===== config.mk =====
export PLATFORM = sky130hd
export DESIGN_NAME = vec_lane_collector
export DESIGN_NICKNAME = d
export VERILOG_FILES = /design/src/rtl/vec_pkg.sv /design/src/rtl/vec_collector_fifo.sv /design/src/rtl/vec_lane_collector.sv
export SDC_FILE = /design/constraint.sdc
export NUM_CORES = 1
export LEC_CHECK = 0
export CORE_MARGIN = 2
export CORE_UTILIZATION = 35
export DETAILED_ROUTE_END_ITERATION = 10
export GPL_ROUTABILITY_DRIVEN = 0
export HOLD_SLACK_MARGIN = 0.12
export PLACE_DENSITY = 0.7
export SLEW_MARGIN = 20
export SYNTH_ARGS = -nofsm -noshare
export SYNTH_HDL_FRONTEND = slang
export SYNTH_SLANG_ARGS = --single-unit

===== constraint.sdc =====
create_clock -name clk -period 1.6 [get_ports clk]
set_input_delay 0.32 -clock clk [delete_from_list [all_inputs] [get_ports clk]]
set_output_delay 0.32 -clock clk [all_outputs]
set_load 0.05 [all_outputs]

===== src/rtl/vec_pkg.sv =====
// ============================================================================
// Module   : vec_pkg
// Brief    : Shared lane-control types and lane geometry for the vector lanes.
// Revision : 1.0
// ============================================================================
`default_nettype none

package vec_pkg;

  typedef enum logic [1:0] {
    OP_DIVS = 2'b00,
    OP_MULS = 2'b01,
    OP_INC  = 2'b10,
    OP_MODS = 2'b11
  } op_e;

  typedef struct packed {
    op_e  op;
    logic size;
  } lane_ctrl_t;

  localparam int c_LANES  = 4;
  localparam int c_LANE_W = 16;

  function automatic int bytesPerLane(input int laneW);
    return laneW / 8;
  endfunction

endpackage

`default_nettype wire


===== src/rtl/vec_collector_fifo.sv =====
// ============================================================================
// Module   : vec_collector_fifo
// Brief    : Generic synchronous FIFO with occupancy count, flush and async reset.
// Revision : 1.0
// ============================================================================
`default_nettype none

module vec_collector_fifo #(
  parameter int DEPTH = 2,
  parameter int WIDTH = 8
) (
  input  logic                     clk,
  input  logic                     rst_n,
  input  logic                     flush,
  input  logic                     pushValid,
  output logic                     pushReady,
  input  logic [WIDTH-1:0]         pushData,
  output logic                     popValid,
  input  logic                     popReady,
  output logic [WIDTH-1:0]         popData,
  output logic [$clog2(DEPTH):0]   count
);

  localparam int c_PTR_W = $clog2(DEPTH);
  localparam int c_CNT_W = c_PTR_W + 1;
  localparam logic [c_CNT_W-1:0] c_FULL = c_CNT_W'(DEPTH);

  logic [WIDTH-1:0]   r_mem [DEPTH];
  logic [c_PTR_W-1:0] r_wrPtr;
  logic [c_PTR_W-1:0] r_rdPtr;
  logic [c_CNT_W-1:0] r_count;
  logic               w_push;
  logic               w_pop;

  // Full is judged on registered count only, so a same-cycle pop never frees a slot.
  assign pushReady = (r_count != c_FULL);
  assign popValid  = (r_count != '0);
  assign w_push    = pushValid && pushReady;
  assign w_pop     = popValid && popReady;
  assign popData   = r_mem[r_rdPtr];
  assign count     = r_count;

  always_ff @(posedge clk or negedge rst_n) begin
    if (!rst_n) begin
      r_wrPtr <= '0;
      r_rdPtr <= '0;
      r_count <= '0;
      for (int i = 0; i < DEPTH; i++) begin
        r_mem[i] <= '0;
      end
    end else if (flush) begin
      r_wrPtr <= '0;
      r_rdPtr <= '0;
      r_count <= '0;
    end else begin
      if (w_push) begin
        r_mem[r_wrPtr] <= pushData;
        r_wrPtr        <= r_wrPtr + 1'b1;
      end
      if (w_pop) begin
        r_rdPtr <= r_rdPtr + 1'b1;
      end
      case ({w_push, w_pop})
        2'b10:   r_count <= r_count + 1'b1;
        2'b01:   r_count <= r_count - 1'b1;
        default: r_count <= r_count;
      endcase
    end
  end

endmodule

`default_nettype wire


===== src/rtl/vec_lane_collector.sv =====
// ============================================================================
// Module   : vec_lane_collector
// Brief    : Packs lane results into a masked vector-register write and queues
//            it toward writeback. Optional out_zero via VEC_COLLECTOR_ZERO_FLAG_EN.
// Revision : 1.0
// ============================================================================
`default_nettype none

module vec_lane_collector
  import vec_pkg::*;
#(
  parameter int LANES  = c_LANES,
  parameter int LANE_W = c_LANE_W,
  parameter int DEPTH  = 2,
  parameter int RA_W   = 4
) (
  input  logic                        clk,
  input  logic                        rst_n,
  input  logic                        flush,
  input  logic                        in_valid,
  output logic                        in_ready,
  input  logic [2:0]                  in_ctrl,
  input  logic [1:0]                  in_idx,
  input  logic [RA_W-1:0]             in_rd,
  input  logic [LANES*LANE_W-1:0]     in_res,
  output logic                        out_valid,
  input  logic                        out_ready,
  output logic [RA_W-1:0]             out_rd,
  output logic [LANES*LANE_W-1:0]     out_data,
  output logic [LANES*LANE_W/8-1:0]   out_be,
`ifdef VEC_COLLECTOR_ZERO_FLAG_EN
  output logic                        out_zero,
`endif
  output logic [$clog2(DEPTH):0]      count
);

  localparam int c_DATA_W = LANES * LANE_W;
  localparam int c_BPL    = bytesPerLane(LANE_W);
  localparam int c_BE_W   = LANES * c_BPL;
`ifdef VEC_COLLECTOR_ZERO_FLAG_EN
  localparam int c_ENTRY_W = 1 + RA_W + c_BE_W + c_DATA_W;
`else
  localparam int c_ENTRY_W = RA_W + c_BE_W + c_DATA_W;
`endif

  lane_ctrl_t           w_ctrl;
  logic                 w_unusedSize;
  logic [c_BE_W-1:0]    w_be;
  logic [c_ENTRY_W-1:0] w_pushData;
  logic [c_ENTRY_W-1:0] w_popData;

  // size does not affect packing; the zero flag is resolved at push time.
  assign w_ctrl       = lane_ctrl_t'(in_ctrl);
  assign w_unusedSize = w_ctrl.size;

  // An out-of-range INC index matches no lane, leaving an all-zero mask.
  for (genvar i = 0; i < LANES; i++) begin : g_laneMask
    assign w_be[i*c_BPL +: c_BPL] =
      {c_BPL{(w_ctrl.op != OP_INC) || (32'(in_idx) == i)}};
  end

`ifdef VEC_COLLECTOR_ZERO_FLAG_EN
  logic [c_BE_W-1:0] w_byteNz;
  logic              w_zero;

  for (genvar b = 0; b < c_BE_W; b++) begin : g_byteNz
    assign w_byteNz[b] = w_be[b] & (|in_res[b*8 +: 8]);
  end

  assign w_zero     = ~|w_byteNz;
  assign w_pushData = {w_zero, in_rd, w_be, in_res};
  assign out_zero   = w_popData[c_ENTRY_W-1];
`else
  assign w_pushData = {in_rd, w_be, in_res};
`endif

  vec_collector_fifo #(
    .DEPTH (DEPTH),
    .WIDTH (c_ENTRY_W)
  ) u_fifo (
    .clk       (clk),
    .rst_n     (rst_n),
    .flush     (flush),
    .pushValid (in_valid),
    .pushReady (in_ready),
    .pushData  (w_pushData),
    .popValid  (out_valid),
    .popReady  (out_ready),
    .popData   (w_popData),
    .count     (count)
  );

  assign out_data = w_popData[c_DATA_W-1:0];
  assign out_be   = w_popData[c_DATA_W +: c_BE_W];
  assign out_rd   = w_popData[c_DATA_W + c_BE_W +: RA_W];

endmodule

`default_nettype wire


# [After elaboration in Yosys (flattened, before gate mapping)]
# Cells that the tools add are included.
[word_totals] ff_bits=156 input_bits=78 output_inout_bits=80 wordCells=47
[classes] n_addsub=4 magnitude_cmp=3 eq_ne=7 mux=12 bitwise=3 reduce_logical=13
[op_table] op="$mux 76" n=4
[op_table] op="$bwmux 152" n=1
[op_table] op="$demux 76 s1" n=1
[op_table] op="$eq 2x2->1 const B" n=3
[op_table] op="$reduce_bool 2->1" n=3
[op_table] op="$eq 2x1->1 const B" n=2
[op_table] op="$ge 2x2->1 const B" n=2
[op_table] op="$logic_or 1x1->1" n=4
[op_table] op="$mux 1" n=4
[op_table] op="$ne 2x2->1 const B" n=2
[op_table] op="$not 1->2" n=2
[op_table] op="$pmux 2 s2" n=1
[op_table] op="$logic_and 1x1->1" n=3
[op_table] op="$reduce_bool 3->1" n=1
[op_table] op="$add 1x1->1 const B" n=2
[op_table] op="$add 2x1->2 const B" n=1
[op_table] op="$logic_not 2->1" n=1
[op_table] op="$lt 2x1->1 const B" n=1
[op_table] op="$mux 2" n=1
[op_table] op="$reduce_and 2->1" n=1
[op_table] op="$sub 2x1->2 const B" n=1
[op_table] op="$not 1->1" n=1

# [Depth between registers and ports, before layout]
# Gate-level depths: netlist of run 1.
[depth] ltp_word=6 mapped_depth=6

# [Modules after synthesis]
# Synthesis of run 1 repeated with hierarchy kept, for this count alone.
[unflattened] hier_cells=437 hier_area_um2=6797.8
[modules_own_cells] mod="vec_collector_fifo" instances=1 cells_each=430 area_each_um2=6752.7 seq_area_each_um2=3903.7
[modules_own_cells] mod="vec_lane_collector" instances=1 cells_each=7 area_each_um2=45.0 seq_area_each_um2=0.0

# [Worst setup path after synthesis of run 1]
# Ideal clock, no wire load.
[synth_path] path_kind="reg2reg" from="register u_fifo.r_count[0], in the netlist u_fifo.count[0]" to="register u_fifo.r_mem[0] (netlist bit)" setup_time_ns=0.125 t_arrival_ns=2.079 slack_ns=-0.603 stages_incl_launch_ff=7 synth_period_minus_slack_ns=2.203 path_cell_list="dfrtp_1 > and2b_2 > inv_1 > nand4b_1 > buf_2 > buf_2 > mux2_2"
[synth_via] elab_chain_len=3
[synth_lines] item="start, declared" line_no="vec_collector_fifo.sv:31" rtl="logic [c_CNT_W-1:0] r_count;"
[synth_lines] item="start signal, assigned" line_no="vec_collector_fifo.sv:64" rtl="2'b10: r_count <= r_count + 1'b1;"
[synth_lines] item="start signal, assigned" line_no="vec_collector_fifo.sv:65" rtl="2'b01: r_count <= r_count - 1'b1;"
[synth_lines] item="start signal, assigned" line_no="vec_collector_fifo.sv:66" rtl="default: r_count <= r_count;"
[synth_lines] item="$ne 2x2->1" line_no="vec_collector_fifo.sv:36" rtl="assign pushReady = (r_count != c_FULL);"
[synth_lines] item="named net in_ready" line_no="vec_lane_collector.sv:21" rtl="output logic in_ready,"
[synth_lines] item="$logic_and 1x1->1" line_no="vec_collector_fifo.sv:38" rtl="assign w_push = pushValid && pushReady;"
[synth_lines] item="$reduce_and 2->1 (no line)"
[synth_lines] item="end signal, assigned by index" line_no="vec_collector_fifo.sv:57" rtl="r_mem[r_wrPtr] <= pushData;"
[synth_lines] item="end, declared" line_no="vec_collector_fifo.sv:28" rtl="logic [WIDTH-1:0] r_mem [DEPTH];"
# The timed path passes the listed nets, and every way through them passes these cells.
# A chain may end at the register's enable or synchronous reset.

# [Worst setup path in the final report of run 1]
[layout_path] from="register u_fifo.r_rdPtr" to="output port out_data[62]"
[layout_via] elab_chain_len=4
[layout_lines] item="start, declared" line_no="vec_collector_fifo.sv:30" rtl="logic [c_PTR_W-1:0] r_rdPtr;"
[layout_lines] item="start signal, assigned" line_no="vec_collector_fifo.sv:61" rtl="r_rdPtr <= r_rdPtr + 1'b1;"
[layout_lines] item="$not 1->2 (implied by the code)" line_no="vec_collector_fifo.sv:40" rtl="assign popData = r_mem[r_rdPtr];"
[layout_lines] item="$mux 76 (implied by the code) (3 in series)" line_no="vec_collector_fifo.sv:40"
[layout_lines] item="end, declared" line_no="vec_lane_collector.sv:29" rtl="output logic [LANES*LANE_W-1:0] out_data,"
# Every way passes these cells. The select of a mux whose other input is x is not followed.

==> impl_metrics.ini, run 1 <==
[setup_path]
cp.required_ns = 1.28
end_kind = primary output
start_kind = flop
crit_fanout = 17
critPathArrivalTime_ns = 1.71
crit_type = reg2out

[sta]
fin_crit_ns = 2.03
finalHoldViolations = 0
drv_slew = 0
grt_setup_unrepaired = true
period_share_pct = 127
worst_pin_slew_ns = 0.301
clock_skew_ns = 0.00472
setup_violations = 224
worst_slack_ns = -0.432
timing.fmax_mhz = 492
worst_hold_slack_ns = 0.358
relSlewSlack_pct = 79.7

[floorplan]
boundaryPins = 158
die_h_um = 142
start_util_pct = 35.7
num_rows = 50
die-area_mm2 = 0.0202
core_region_area_mm2 = 0.0187
die_w_um = 142

[synthesis]
netlist.area_leader.share_pct = 55.4
yosysWarnings = 0
yosysUniqueCellTypes = 25
postSynthCellCount = 419
synth_area_leaders = dfrtp_1 (55%), mux2_2 (27%), mux2_4 (11%)
yosysTopAreaCell = dfrtp_1
syn_avg_cell_area_um2 = 16.0
synth-seq-cells = 148
yosysSeqAreaShare_pct = 55.4
syn-num-nets = 497
syn_area_mm2 = 0.00669

[finish]
multiInputGateArea_mm2 = 0.00322
instances_no_fill = 874
ff_latch_area_mm2 = 0.00371
drive_gt1_share_pct = 62.0
fillers = 1427
fin_nets = 706
antenna_cells = 0
fin_area_mm2 = 0.0105
final_common_cell = mux2_4
area_growth_pct = 57.1
layout_common_cells = mux2_4 (165), dfrtp_1 (145), buf_6 (85), clkdlybuf4s50_1 (75), mux2_2 (51)

[route]
route.antenna.remaining_nets = 0
drt-total-wl_mm = 17.6
first_pass_iters = 4
viasPerCell = 4.92
route.detailed.drc = 0
routed-via-count = 4302
wl_per_cell_um = 20.1
dr.first_iter.drc_count = 159

[cts]
clkLatencyLatePin_ns = 0.41
cts.htree.levels = 4
clkTransAtPathRegs_ns = 0.06
cts_root_buf = clkbuf_16
cts_tree = yes
clock-sinks = 148
cts_buffers = 17
clockBufferDepth = 2

[global_routing]
grt_max_degree = 55
antenna_found_initial = 0
grt_pass1_vias = 4833
grt_remaining_overflow = 0
grtUsageTotal_pct = 17.1
grt_pass1_wl_mm = 26.6

[power_and_ir_drop]
p_leak_nw = 4.92
p_total_w = 0.0150
vdd_drop_max_mv = 0.818
powerDensity_mw_per_mm2 = 1430

[run_status]
violations = negative setup slack
status = complete, but fails checks

[job]
drv_cap = 0

[min_path]
min_path_type = in2async

[place]
dp_cells = 811
numPortBuffers = 156
place_area_mm2 = 0.00876
pre_cts_ws_ns = -0.434
dp_hpwl_mm = 10.1
## layout make-up
cell class / count / share of cell area, %
Sequential cell: 148 / 35.3
Timing Repair Buffer: 217 / 25.8
Multi-Input combinational cell: 240 / 30.7
Clock buffer: 19 / 4.22
Inverter: 4 / 0.179
Clock inverter: 12 / 1.02
Tap cell: 234 / 2.79
## metrics by stage
| step | utilization (%) | TNS (ns) |
|---|---|---|
| after floorplan | - | -61.27 |
| after global placement | 46.8 | -52.38 |
| after detailed placement | 46.8 | -51.18 |
| after CTS | 55.5 | -54.95 |
| after global routing | 56.2 | -64.62 |
| final | 56.2 | -54.36 |
## synthesized netlist by cell type
cell type    n
a21oi_1      4
mux2_2     162
o21ai_0      6
xor2_1       1
mux2_1       4
nor2b_1      1
nor4_4       1
or3_2        1
clkbuf_1     8
and2b_2      1
nor3b_1      1
buf_6        7
mux2_4      50
mux2i_1      1
inv_1        3
dfrtp_1    148
a21o_1       1
o211ai_1     1
buf_2        8
or2_2        2
nand3b_1     1
nand4b_1     1
buf_4        4
nor2_1       1
inv_2        1
## flip-flops by register name, summed over array words and instances, names as in the netlist
name and cells:
u_fifo.count 2, u_fifo.r_mem 144, u_fifo.r_rdPtr 1, u_fifo.r_wrPtr 1
## routing by layer
metal	routed length, um	share of wire [%]	up-vias	global-route usage [%]
met3	701	4.0	18	4.24
met4	218	1.2	0	5.47
li1	-	-	1924	-
met1	7690	44	2248	21.8
met2	8970	51	112	28.7
met5	0	0	-	0
## critical path: stages, from the launching register on
cell     delay (ns)
dfrtp_4        0.52
buf_12         0.21
mux2_2         0.40
buf_6          0.16
## where the power goes
group	internal (W)	total (W)	leakage [nW]	switching [W]
registers	0.00466	0.00520	1.75	0.000540
clock network	0.00217	0.00372	0.265	0.00154
logic	0.00311	0.00605	2.91	0.00294
total	0.00995	0.0150	4.92	0.00502
## cells by family after synthesis
family                 synth area share (%)
multiplexers                           39.3
AND/OR/NAND/NOR                        1.25
buffers and inverters                  2.90
flip-flops                             55.4
AO/OA/AOI/OAI                         0.973
XOR/XNOR                              0.131
## worst paths after layout
| kind | start | endpoint | slack, ns | cells after the start |
|---|---|---|---|---|
| max | u_fifo.r_rdPtr | out_data[62] | -0.43 | 3 |
| max reg2reg | u_fifo.count[1] | u_fifo.r_mem[147] | -0.27 | 7 |
| min | rst_n | u_fifo.r_mem[108] | 0.36 | 2 |
| max in group asynchronous | rst_n | u_fifo.r_mem[91] | 0.63 | 3 |
| min in group clk | u_fifo.r_mem[19] | u_fifo.r_mem[19] | 0.51 | 1 |
| min reg2reg | u_fifo.r_mem[19] | u_fifo.r_mem[19] | 0.51 | 1 |
## repair_timing
action / in CTS / in global routing
hold buffers: 1 / 0
resized for setup: 129 / 91
hold endpoints to repair: 73 / 0
setup buffers: 23 / 11
gates cloned: 13 / 3
endpoints found under the setup margin: 213 / 224
pin swaps: 2 / 2
Note: power is estimated with default switching activity, not from simulation.
==> run 2: changes to the inputs <==
--- a/config.mk
+++ b/config.mk
@@ -5,12 +5,14 @@
 export SDC_FILE = /design/constraint.sdc
 export NUM_CORES = 1
 export LEC_CHECK = 0
+export ABC_CLOCK_PERIOD_IN_PS = 1600
 export CORE_MARGIN = 2
 export CORE_UTILIZATION = 35
 export DETAILED_ROUTE_END_ITERATION = 10
 export GPL_ROUTABILITY_DRIVEN = 0
 export HOLD_SLACK_MARGIN = 0.12
-export PLACE_DENSITY = 0.7
+export PLACE_DENSITY = 0.61
+export SKIP_CTS_REPAIR_TIMING = 1
 export SLEW_MARGIN = 20
 export SYNTH_ARGS = -nofsm -noshare
 export SYNTH_HDL_FRONTEND = slang
==> impl_metrics.ini, run 2 (synthesized netlist as in run 1, its figures left out) <==
[finish]
layout_common_cells = mux2_4 (148), dfrtp_1 (145), clkdlybuf4s50_1 (75), buf_6 (70), mux2_2 (68)
fin_nets = 710
antenna_cells = 0
largest_reg_flops = 144
final_common_cell = mux2_4
fillers = 1443
drive_gt1_share_pct = 62.5
area_growth_pct = 58.0
largest_register = u_fifo.r_mem

[setup_path]
crit_type = reg2out
end_kind = primary output
cp.required_ns = 1.28
critPathArrivalTime_ns = 1.72
crit_fanout = 8
start_kind = flop

[route]
viasPerCell = 4.89
routed-via-count = 4296
dr.first_iter.drc_count = 107
wl_per_cell_um = 20.4
drt-total-wl_mm = 18.0
first_pass_iters = 4
route.antenna.remaining_nets = 0
route.detailed.drc = 0

[sta]
setup_violations = 222
worst_slack_ns = -0.438
relSlewSlack_pct = 71.2
grt_setup_unrepaired = true
finalHoldViolations = 0
clock_skew_ns = 0.00939
fin_crit_ns = 2.04
worst_hold_slack_ns = 0.397
drv_slew = 0
period_share_pct = 127
timing.fmax_mhz = 491
worst_pin_slew_ns = 0.432

[cts]
cts_tree = yes
cts.htree.levels = 4
clockBufferDepth = 2
cts_buffers = 17
clkTransAtPathRegs_ns = 0.06
cts_root_buf = clkbuf_16
clkLatencyLatePin_ns = 0.42
clock-sinks = 148

[power_and_ir_drop]
vdd_drop_max_mv = 0.860
p_leak_nw = 4.95
powerDensity_mw_per_mm2 = 1450

[global_routing]
use_met3_pct = 4.68
met1_usage_pct = 21.2
grt.met2_usage_pct = 23.1
grt_pass1_vias = 4486
grtUsageTotal_pct = 15.3
antenna_found_initial = 0
grt_pass1_wl_mm = 24.0
top_usage_layer = met2
grt_max_degree = 44
grt_remaining_overflow = 0

[floorplan]
die-area_mm2 = 0.0202
start_util_pct = 35.7
die_h_um = 142
die_w_um = 142
boundaryPins = 158
core_region_area_mm2 = 0.0187
num_rows = 50

[place]
pre_cts_ws_ns = -0.431
dp_hpwl_mm = 10.3
numPortBuffers = 156

[run_status]
status = complete, but fails checks
violations = negative setup slack

[min_path]
min_path_type = in2async

[job]
drv_cap = 0
## run 2: cell count changes in the layout (fill, tap and decap cells not counted), moves of 2 or more
cell       previous run  this run
clkbuf_16            20        32
buf_6                85        70
buf_16                3         0
mux2_4              165       148
buf_12               32        28
mux2_2               51        68
bufinv_16             1         3
buf_4                10        25
## run 2: layout make-up
type,instances,area [um^2],area share (%)
Timing Repair Buffer,221,2780,26.3
Inverter,4,18.8,0.178
Sequential cell,148,3710,35.1
Multi-Input combinational cell,240,3160,29.9
Clock inverter,15,180,1.71
Clock buffer,17,425,4.03
Tap cell,234,293,2.77
## run 2: worst paths after layout
check,slack [ns],startpoint,cells after the start,end
max reg2reg,-0.22,u_fifo.count[0],7,u_fifo.r_mem[56]
min reg2reg,0.50,u_fifo.r_mem[21],1,u_fifo.r_mem[21]
max in group asynchronous,0.62,rst_n,3,u_fifo.r_mem[7]
min,0.40,rst_n,2,u_fifo.r_mem[39]
min in group clk,0.50,u_fifo.r_mem[21],1,u_fifo.r_mem[21]
max,-0.44,u_fifo.r_rdPtr,4,out_be[7]
## run 2: metal layers
metal / up-vias / wire [um]
met5: - / 0
met4: 0 / 206
met3: 19 / 917
met2: 123 / 8090
met1: 2229 / 8750
li1: 1925 / -
## run 2: worst max-delay path, cell delays in order, from the launching register on
cell	delay [ns]
dfrtp_4	0.48
buf_12	0.16
buf_6	0.15
mux2_4	0.34
buf_12	0.16
## run 2: where the power goes
group	leakage (nW)	switching (W)	internal [W]
logic	2.90	0.00293	0.00304
clock network	0.296	0.00167	0.00247
registers	1.75	0.000503	0.00466
total	4.95	0.00510	0.0102
## run 2: through the flow
step           std cells  TNS (ns)  total power, W  util (%)  area [um^2]
2_1_floorplan        419    -61.27         0.00874         -         6880
3_3_place_gp         814    -52.68          0.0101      47.0         8800
3_5_place_dp         814    -53.70          0.0103      47.0         8800
4_1_cts              846    -44.43          0.0145      50.3         9400
5_1_grt              879    -65.57          0.0159      56.5        10600
6_report             879    -55.28          0.0153      56.5        10600
==> patch, RTL diff (settings of run 1) <==
`RA_W`: 4 -> 5.
--- a/src/rtl/vec_lane_collector.sv
+++ b/src/rtl/vec_lane_collector.sv
@@ -12,7 +12,7 @@
   parameter int LANES  = c_LANES,
   parameter int LANE_W = c_LANE_W,
   parameter int DEPTH  = 2,
-  parameter int RA_W   = 4
+  parameter int RA_W   = 5
 ) (
   input  logic                        clk,
   input  logic                        rst_n,
Ports: changed (resized in_rd and out_rd); port bits go from 158 to 160. The function was not compared with the original's and may differ.
==> patch against run 1 <==
- the run still ends with negative setup slack left
- setup slack better by 0.016 ns
- combinational power about the same
- sequential cell count grew 2
- sequential power rose by 0.8%
- clock power is 5% higher
- routed wire length increased by 3.2%
- final area grew 2.1%
- power rose by 1.7%
- synthesized area is 1.3% higher
- critical endpoint is now out_data[10]
- largest power group unchanged
==> patch: results (changes against run 1) <==
Clock network area share: 5.28% (was 5.24%)
Vias in the first global route: 4894 (was 4833)
Failing checks: negative setup slack (unchanged)
Layout net count: 713 (was 706)
Critical path's slowest cell: dfrtp_4 (unchanged)
Biggest register: u_fifo.r_mem (unchanged)
Fillers: 1473 (was 1427)
Post-synthesis sequential area ratio: 55.5% (was 55.4%)
Status: finished with violations (unchanged)
Number of clock buffers in the layout: 18 (was 19)
Layout cells sized above 1: 62.0% (about the same)
Number of non-clock inverters: 4 (unchanged)
Initial antenna violation count: 1 (was 0)
Post-CTS Setup Repair Bufs: 19 (was 23)
Reg2reg setup slack: -0.34 ns (was -0.27 ns)
Root Buffer: clkbuf_16 (unchanged)
Pleak: 4.96 nW (was 4.92 nW)
Routed vias: 4324 (was 4302)
#MultiIn Comb: 243 (was 240)
CTS-repair resized insts: 111 (was 129)
Slowest cell delay on critical path: 0.54 ns (was 0.52 ns)
Met1 usage: 23.5% (was 21.8%)
CP Max Fanout: 7 (was 17)
R2R Path End: u_fifo.r_mem[79] (was u_fifo.r_mem[147])
Antenna Cells: 1 (was 0)
TritonCTS Sinks: 150 (was 148)
Worst slew pin tran: 0.328 ns (was 0.301 ns)
Worst setup path endpoint: out_data[10] (was out_data[62])
Area of the multi-input gates: 0.00319 mm2 (was 0.00322 mm2)
Hold-fix buffers, CTS: 1 (unchanged)
Grt met2 use: 28.6% (was 28.7%)
PnR worst setup slack: -0.416 ns (was -0.432 ns)
Number of flip-flops in the largest register: 146 (was 144)
First DRT Iteration DRCs: 133 (was 159)
Final setup viols: 225 (was 224)
Global-route wire length before repair: 27300 um (was 26600 um)
Syn Nets: 503 (was 497)
Post-DP HPWL: 10100 um (about the same)
Register area: 0.00376 mm2 (was 0.00371 mm2)
Worst min path class: primary input to asynchronous set/reset pin (unchanged)
Top cell type's share of synthesized area: 55.5% (was 55.4%)
Post-DR wirelength/cell: 20.0 um (was 20.1 um)
Yosys warnings: 0 (unchanged)
Top cells by count, synth: 165 x mux2_2, 150 x dfrtp_1, 50 x mux2_4, 8 x buf_2, 8 x clkbuf_1 (was 162 x mux2_2, 148 x dfrtp_1, 50 x mux2_4, 8 x buf_2, 8 x clkbuf_1)
Distinct cell type count after synthesis: 25 (unchanged)
Port Buffers: 158 (was 156)
Fin Clk Skew: 0.00718 ns (was 0.00472 ns)
Ranking of synthesized cells by area: dfrtp_1 55%, mux2_2 27%, mux2_4 11%, buf_6 1.2%, mux2_1 0.67% (unchanged)
Buffering overhead: 26.7% (was 25.8%)
Met3 usage: 4.33% (was 4.24%)
Final TNS setup: -61.06 ns (was -54.36 ns)
Pin count of the biggest net entering global routing: 60 (was 55)
Hold WS: 0.357 ns (was 0.358 ns)
VDD IR max: 832 uV (was 818 uV)
Gr usage total: 17.5% (was 17.1%)
Non-clk bufs: 218 (was 217)
==> patch: cells by family (layout without fill, tap and decap cells) <==
group / Yosys count / after routing / synth area share (%)
and+or+nand+nor: 10 / 10 / 1.24
muxes: 220 / 220 / 39.4
buffers and inverters: 31 / 254 / 2.87
AOI/OAI and AO/OA: 12 / 12 / 0.961
DFF: 150 / 150 / 55.5
other: 0 / 1 / 0
xor gates and xnor gates: 1 / 1 / 0.129
==> patch: report_power, final <==
group          switching [W]  total, W  internal, W
combinational        0.00296   0.00607      0.00311
sequential          0.000521   0.00524      0.00472
clock                0.00172   0.00391      0.00219
==> patch: metrics by stage <==
step                cells  instance area (um2)  worst slack [ns]
floorplan             424                 6970            -0.457
global placement      838                 8880            -0.455
detailed placement    838                 8880            -0.457
CTS                   904                10400            -0.439
global route          907                10700            -0.460
finish                908                10700            -0.416
==> patch: layer usage <==
metal | wire length [um] | part of all wire, %
met1 | 8460 | 47
met2 | 8820 | 49
met3 | 715 | 3.9
met4 | 146 | 0.80
met5 | 0 | 0
